## src/rtl/bcd_disp_pkg.sv

```systemverilog
// Shared definitions for the binary-to-BCD display path: FSM states,
// the segment-decoder glyph codes and the per-digit output width.
package bcd_disp_pkg;

   typedef enum logic [1:0] {
      ST_IDLE   = 2'd0,
      ST_SHIFT  = 2'd1,
      ST_FINISH = 2'd2
   } state_t;

   localparam logic [3:0] GLYPH_BLANK = 4'hA;
   localparam logic [3:0] GLYPH_P     = 4'hB;
   localparam logic [3:0] GLYPH_L     = 4'hC;
   localparam logic [3:0] GLYPH_E     = 4'hD;
   localparam logic [3:0] GLYPH_S     = 4'hE;
   localparam logic [3:0] GLYPH_F     = 4'hF;

   localparam int DIGIT_W = 8;

endpackage

```

## src/rtl/bin2bcd_display_if.sv

```systemverilog
// Request/result bundle between the debug register-view path and the
// BCD display converter.
interface bin2bcd_display_if #(
   parameter int BIN_W  = 16,
   parameter int DIGITS = 5
);
   logic                  start;
   logic [BIN_W-1:0]      bin_in;
   logic                  blank_lz;
   logic                  busy;
   logic                  done;
   logic [8*DIGITS-1:0]   digits;

   modport master (
      output start, bin_in, blank_lz,
      input  busy, done, digits
   );

   modport slave (
      input  start, bin_in, blank_lz,
      output busy, done, digits
   );
endinterface

```

## src/rtl/bcd_digit_adj.sv

```systemverilog
// Double-dabble correction cell: a BCD digit of 5 or more gets +3 (4-bit wrap).
// Purely combinational, no flow control.
module bcd_digit_adj (
   input  logic [3:0] dig_i,
   output logic [3:0] dig_o
);
   assign dig_o = (dig_i >= 4'd5) ? (dig_i + 4'd3) : dig_i;
endmodule

```

## src/rtl/bin2bcd_display.sv

```systemverilog
// Sequential double-dabble binary-to-BCD converter with optional leading-zero
// blanking; result registered BIN_W+1 clocks after accept, start ignored while busy.
module bin2bcd_display
   import bcd_disp_pkg::*;
#(
   parameter int BIN_W  = 16,
   parameter int DIGITS = 5
) (
   input  logic              clk,
   input  logic              rst_n,
   bin2bcd_display_if.slave  bus
);
   localparam int CNT_W = $clog2(BIN_W + 1);
   localparam int BCD_W = 4 * DIGITS;
   localparam int OUT_W = DIGIT_W * DIGITS;

   // DIGITS >= ceil(BIN_W*log10(2)), evaluated in fixed point.
   if (DIGITS * 100000 < BIN_W * 30103) begin : g_bad_digits
      $error("bin2bcd_display: DIGITS too small for BIN_W");
   end

   state_t             state_q, state_d;
   logic [BIN_W-1:0]   bin_q, bin_d;
   logic [BCD_W-1:0]   bcd_q, bcd_d;
   logic [CNT_W-1:0]   cnt_q, cnt_d;
   logic               blank_q, blank_d;
   logic               busy_q, busy_d;
   logic               done_q, done_d;
   logic [OUT_W-1:0]   digits_q, digits_d;

   logic [BCD_W-1:0]   bcd_adj;
   logic [OUT_W-1:0]   disp_c;
   logic               lead_c;

   for (genvar g = 0; g < DIGITS; g++) begin : g_adj
      bcd_digit_adj u_adj (
         .dig_i (bcd_q[4*g +: 4]),
         .dig_o (bcd_adj[4*g +: 4])
      );
   end

   // Leading zeros are blanked from the top down; digit 0 always shows.
   always_comb begin
      disp_c = '0;
      lead_c = blank_q;
      for (int i = DIGITS - 1; i >= 0; i--) begin
         disp_c[DIGIT_W*i +: DIGIT_W] = {4'h0, bcd_q[4*i +: 4]};
         if ((i != 0) && lead_c && (bcd_q[4*i +: 4] == 4'h0)) begin
            disp_c[DIGIT_W*i +: DIGIT_W] = {4'h0, GLYPH_BLANK};
         end else begin
            lead_c = 1'b0;
         end
      end
   end

   always_comb begin
      state_d  = state_q;
      bin_d    = bin_q;
      bcd_d    = bcd_q;
      cnt_d    = cnt_q;
      blank_d  = blank_q;
      busy_d   = busy_q;
      done_d   = 1'b0;
      digits_d = digits_q;
      case (state_q)
         ST_IDLE: begin
            if (bus.start) begin
               bin_d   = bus.bin_in;
               bcd_d   = '0;
               blank_d = bus.blank_lz;
               cnt_d   = '0;
               busy_d  = 1'b1;
               state_d = ST_SHIFT;
            end
         end
         ST_SHIFT: begin
            {bcd_d, bin_d} = {bcd_adj[BCD_W-2:0], bin_q, 1'b0};
            cnt_d          = cnt_q + 1'b1;
            if (cnt_q == CNT_W'(BIN_W - 1)) begin
               state_d = ST_FINISH;
            end
         end
         ST_FINISH: begin
            digits_d = disp_c;
            done_d   = 1'b1;
            busy_d   = 1'b0;
            state_d  = ST_IDLE;
         end
         default: begin
            busy_d  = 1'b0;
            state_d = ST_IDLE;
         end
      endcase
   end

   always_ff @(posedge clk or negedge rst_n) begin
      if (!rst_n) begin
         state_q  <= ST_IDLE;
         bin_q    <= '0;
         bcd_q    <= '0;
         cnt_q    <= '0;
         blank_q  <= 1'b0;
         busy_q   <= 1'b0;
         done_q   <= 1'b0;
         digits_q <= {DIGITS{{4'h0, GLYPH_BLANK}}};
      end else begin
         state_q  <= state_d;
         bin_q    <= bin_d;
         bcd_q    <= bcd_d;
         cnt_q    <= cnt_d;
         blank_q  <= blank_d;
         busy_q   <= busy_d;
         done_q   <= done_d;
         digits_q <= digits_d;
      end
   end

   assign bus.busy   = busy_q;
   assign bus.done   = done_q;
   assign bus.digits = digits_q;

endmodule

```

## src/flat_wrapper.sv

```systemverilog
// flat-port wrapper written by rule: the top's interface ports become plain ports
module bin2bcd_display_flat import bcd_disp_pkg::*;
#(
   parameter int BIN_W  = 16,
   parameter int DIGITS = 5
)
  (clk, rst_n, bus_start, bus_bin_in, bus_blank_lz, bus_busy, bus_done, bus_digits);
  bin2bcd_display_if #(.BIN_W(BIN_W), .DIGITS(DIGITS)) bus_i ();
  input  logic clk;
  input  logic rst_n;
  input wire logic [$bits(bus_i.start)-1:0] bus_start;
  input wire logic [$bits(bus_i.bin_in)-1:0] bus_bin_in;
  input wire logic [$bits(bus_i.blank_lz)-1:0] bus_blank_lz;
  output wire logic [$bits(bus_i.busy)-1:0] bus_busy;
  output wire logic [$bits(bus_i.done)-1:0] bus_done;
  output wire logic [$bits(bus_i.digits)-1:0] bus_digits;
  assign bus_i.start = bus_start;
  assign bus_i.bin_in = bus_bin_in;
  assign bus_i.blank_lz = bus_blank_lz;
  assign bus_busy = bus_i.busy;
  assign bus_done = bus_i.done;
  assign bus_digits = bus_i.digits;
  bin2bcd_display #(.BIN_W(BIN_W), .DIGITS(DIGITS)) u_core (.clk(clk), .rst_n(rst_n), .bus(bus_i));
endmodule
```

## config.mk

```make
export PLATFORM = sky130hd
export DESIGN_NAME = bin2bcd_display_flat
export DESIGN_NICKNAME = d
export VERILOG_FILES = /design/src/rtl/bcd_disp_pkg.sv /design/src/rtl/bin2bcd_display_if.sv /design/src/rtl/bcd_digit_adj.sv /design/src/rtl/bin2bcd_display.sv /design/src/flat_wrapper.sv
export SDC_FILE = /design/constraint.sdc
export NUM_CORES = 1
export LEC_CHECK = 0
export CORE_UTILIZATION = 30
export DETAILED_ROUTE_END_ITERATION = 16
export PLACE_DENSITY_LB_ADDON = 0.25
export SYNTH_ARGS = -nofsm -noshare
export SYNTH_HDL_FRONTEND = slang
export SYNTH_HIERARCHICAL = 1
export SYNTH_SLANG_ARGS = --single-unit
```

## constraint.sdc

```tcl
create_clock -name clk -period 2.3 [get_ports clk]
set_input_delay 0.23 -clock clk [delete_from_list [all_inputs] [get_ports clk]]
set_output_delay 0.23 -clock clk [all_outputs]
set_load 0.1 [all_outputs]
```

After elaboration in Yosys (flattened, before gate mapping)
Index checks and enable logic that the tools add are counted.

cells by class
  equality and inequality tests = 5
  shift-type cells = 0
  $add $sub $neg = 6
  order comparisons = 5
  bitwise operators = 1
  mux-type cells = 24
  div/mod/pow operators = 0
  multipliers = 0
  reduce and logical (&&, ||, !) cells = 14

operators with widths
  kind                                                               number
  one-hot mux 20 bit (2 select lines)                                1
  two-way mux 4 bit                                                  8
  one-hot mux 16 bit (2 select lines)                                1
  greater-or-equal comparator 4 x 3 -> 1 bit, second input constant  5
  two-way mux 20 bit                                                 1
  adder 4 x 2 -> 4 bit, second input constant                        4
  logical NOT 4 bit                                                  4
  two-way mux 16 bit                                                 1
  one-hot mux 5 bit (2 select lines)                                 1
  AND reduction 2 bit                                                4
  adder 5 x 1 -> 5 bit, second input constant                        1
  == test 5 x 4 -> 1 bit, second input constant                      1
  two-way mux 1 bit                                                  5
  two-way mux 5 bit                                                  1
  logical AND 1 bit                                                  4
  two-way mux 2 bit                                                  2
  one-hot mux 2 bit (2 select lines)                                 1
  adder 3 x 2 -> 3 bit, second input constant                        1
  two-way mux 3 bit                                                  1
  == test 2 x 1 -> 1 bit, second input constant                      1
  == test 2 bit, second input constant                               1
  logical NOT 2 bit                                                  1
  != test 2 x 1 -> 1 bit, second input constant                      1
  != test 2 bit, second input constant                               1
  3 further kinds                                                    3

word-level totals
  input port bits = 20
  bits in writable memories = 0
  memories kept = 0
  ROM bits = 0
  latch bits = 0
  flip-flop bits (word level) = 82
  output and inout port bits = 42
  word-level logic and storage cells = 63

Logic depth before layout (Yosys ltp)
  depth after elaboration = 9
  mapped depth = 7
  gate-level depth less buffers = 7

Cells and area by module
The synthesis kept the hierarchy.

modules (own cells, without submodules)
  module           times used  area an instance (µm²)  sequential area each (µm²)  cells each
  bin2bcd_display  1           2900.3                  1664.1                      308
  bcd_digit_adj    5           101.3                   0.0                         16

Least setup slack after synthesis
OpenSTA, ideal clock, no wires.

  kind = register to register
  start = reg u_core.bcd_q[17]
  end = reg u_core.bcd_q[18]
  clock period less this slack = 1351 ps
  arrival = 1285 ps
  stages on the path, launching flop included = 8
  data required time = 2234 ps
  path buffers = 0
  setup time = 66 ps
  path slack = 949 ps
  cells stage by stage = dfrtp_1 inv_1 ha_1 nand2b_1 a21oi_2 mux2i_1 nand2_1 nand2_1

between the ends
  longest elaborated chain between the ends = 3
  elaborated cells on any way between the ends = 4
  those cells by class = add/sub: 1; order compare: 1; mux: 2

ends and longest elaborated chain
  element                                                                             RTL line                text
  from (decl)                                                                         bin2bcd_display.sv:24   logic [BCD_W-1:0] bcd_q, bcd_d;
  from (signal assigned)                                                              bin2bcd_display.sv:100  bcd_q <= '0;
  from (signal assigned)                                                              bin2bcd_display.sv:109  bcd_q <= bcd_d;
  greater-or-equal comparator 4 x 3 -> 1 bit or adder 3 x 2 -> 3 bit (tied branches)  bcd_digit_adj.sv:7      assign dig_o = (dig_i >= 4'd5) ? (dig_i + 4'd3) : dig_i;
  two-way mux 3 bit (*)                                                               bcd_digit_adj.sv:7
  named net u_core.bcd_adj[17]                                                        bin2bcd_display.sv:31   logic [BCD_W-1:0] bcd_adj;
  one-hot mux 20 bit (2 select lines) (*)                                             bin2bcd_display.sv:65   case (state_q)

The timed path passes the listed nets; every way through them passes the cells marked *.
A chain may end at the register's enable or synchronous reset.

Final worst setup path
  start = reg u_core.state_q[0]
  end = reg u_core.digits_q[32] (netlist: u_core/bus.digits[32])

between the ends
  longest elaborated chain between the ends = 1

ends and longest elaborated chain
  element                 RTL line                text
  from (decl)             bin2bcd_display.sv:22   state_t state_q, state_d;
  from (signal assigned)  bin2bcd_display.sv:107  state_q <= state_d;
  == test 2 bit           bin2bcd_display.sv:65
  to (signal assigned)    bin2bcd_display.sv:105  digits_q <= {DIGITS{{4'h0, GLYPH_BLANK}}};
  to (signal assigned)    bin2bcd_display.sv:114  digits_q <= digits_d;
  to (decl)               bin2bcd_display.sv:29   logic [OUT_W-1:0] digits_q, digits_d;

Every way passes these cells.

==> impl_results.md <==
- Outcome: completed
- Routed vias/inst: 4.54
- Deepest clock path buffer count: 2
- CTS Buf Count: 9
- Post-Syn Area: 3390 um2
- Tmin final: 1600 ps
- Slew Limit Fails: 0
- Pwr dens: 1480 nW/um2
- Finished Core Util: 0.371
- FF-to-FF path depth: 5
- Starting density of the core: 0.310
- Worst setup margin: 704 ps
- Antenna violations before repair: 0
- First-pass GRT wire length: 11600 um
- Crit end category: flip-flop
- Drt wl/cell: 11.8 um
- Boundary Pins: 62
- Ant diodes: 0
- TritonCTS clock tree: built
- Max IR drop VDD: 566 uV
- Clk sinks: 66
- Ys Warns: 6
- Setup TNS Final: 0 ps
- Clk_lat worst skew: 320 ps
- Critical R2R Capture: u_core/bus.digits[32]
- Finish-stage setup viols: 0
- Reg2reg start: u_core/state_q[0]
- GP Congestion: 0.742
- Total global-route track usage: 0.127
- Crit path to: u_core/bus.digits[32]
- Flop2flop setup slack: 700 ps
- Placed instance count: 555
- Number of port buffers: 41
- Worst slew margin: 0.661
- DRC Markers: 0
- Final hold vios: 0
- Fin crit share: 0.694
- Final wirelength: 6730 um
- Syn_area_per_cell: 8.82 um2
- P_leak: 1.98 nW
- Final Power: 0.00599 W
- Clk pin slew, worst setup/hold paths: 50 ps
- Pre-CTS WS: 570 ps
- Crit-path max FO: 13
- H-tree depth: 3
- Synth Instances: 384
- DPL Wire Length: 4550 um
- Grt ovf: 0
- Worst-Margin Slew: 508 ps
- Unrepaired setup endpoints after global routing: false
- DR vias: 2597
- Die Ht: 108 um
- Share of cells above drive strength 1: 0.139
- Critical path class: reg2reg
- Die width: 108 um
- Layout area overhead: 19.8%
- Worst path required time: 2520 ps
- Nets: 459
- CP Launch Type: flip-flop
- Vias in the first global route: 2490
- Fin cells: 572
- Worst hold-check path type: in2async
- Fmax: 627 MHz
- Max_cap viols: 0
- Crit path launch: u_core/state_q[0]
- Largest net degree at the start of global routing: 44
- DRT antenna net count: 0
- First-pass detailed-route iteration total: 4
- Root Driver: clkbuf_16
- Post-CTS Setup Inserts: 0
- Core Area: 10900 um2
- Final clock skew: 3.79 ps
- Drt initial violations: 117
- CP arrival: 1810 ps
- Row Count: 38
- Die area: 11700 um2
metal layers:
| layer | track usage | share of wire | vias to the layer above |
|---|---|---|---|
| met3 | 0.0422 | 0.048 | 5 |
| met2 | 0.215 | 0.48 | 67 |
| li1 | - | - | 1304 |
| met5 | 0 | 0 | - |
| met1 | 0.153 | 0.46 | 1221 |
| met4 | 0.0376 | 0.0095 | 0 |
power breakdown:
group	switching [W]	internal (W)	total (W)
Sequential	0.000458	0.00164	0.00210
Clock	0.000457	0.000790	0.00125
Combinational	0.00174	0.000902	0.00264
Total	0.00266	0.00333	0.00599
area by class of cell:
cell class                 count  area (um2)
multi-input combinational    286        1470
tap                          140         175
inverter                      13        48.8
fill                        1151        6880
timing repair buffer          51         428
sequential                    66        1660
clock buffer                  16         272
worst min path at each step:
stage	start	to	slack, ps	cells past startpoint
floorplan	rst_n	u_core/bcd_q[0]	-70	0
global placement	rst_n	u_core/bin_q[12]	220	1
detailed placement	rst_n	u_core/bin_q[12]	230	1
CTS	rst_n	u_core/bin_q[12]	410	2
global route	rst_n	u_core/bin_q[12]	450	2
finish	rst_n	u_core/bin_q[12]	400	2
placed cells by master, fill, tap and decap left out, types with 2 or more instances in the layout:
cell and n:
nor2_1 43, ha_1 12, a21oi_1 6, nand2b_1 11, buf_4 31, conb_1 20
dfstp_2 10, clkbuf_8 2, clkdlybuf4s50_1 18, nand2_1 105, o22ai_1 15, o21ai_0 11
nand3_1 25, a21oi_2 5, nand4_1 2, o31ai_1 2, dfrtp_1 56, xnor2_1 5
nor4_1 2, nor3b_1 2, clkbuf_16 9, clkbuf_1 5, mux2i_1 8, inv_1 12
o21ai_1 4
metrics by stage:
step / area (um2) / hold WS (ps)
after floorplan: 3460 / -65.6
after global placement: 3770 / 220
after detailed placement: 3770 / 225
after CTS: 4060 / 412
after global routing: 4060 / 447
final: 4060 / 401
sequential cells by signal, indices dropped and copies added, names as in the netlist:
name	count
u_core/bus.busy	1
u_core/bcd_q	20
u_core/cnt_q	5
u_core/bus.done	1
u_core/bin_q	16
u_core/bus.digits	20
u_core/state_q	2
u_core/blank_q	1
worst max-delay path: stages, from the launching register on:
cell and delay (ps):
dfrtp_1 400, nand2b_1 450, clkinv_1 260, buf_4 240
nand2_1 90, nand2_1 50
what timing repair did:
| action | CTS | global route |
|---|---|---|
| gates resized for setup | 0 | 0 |
| endpoints found under the hold margin | 17 | 0 |
| hold buffers | 1 | 0 |
| endpoints found under the setup margin | 0 | 0 |
No activity file was read; power rests on OpenSTA's default activity.
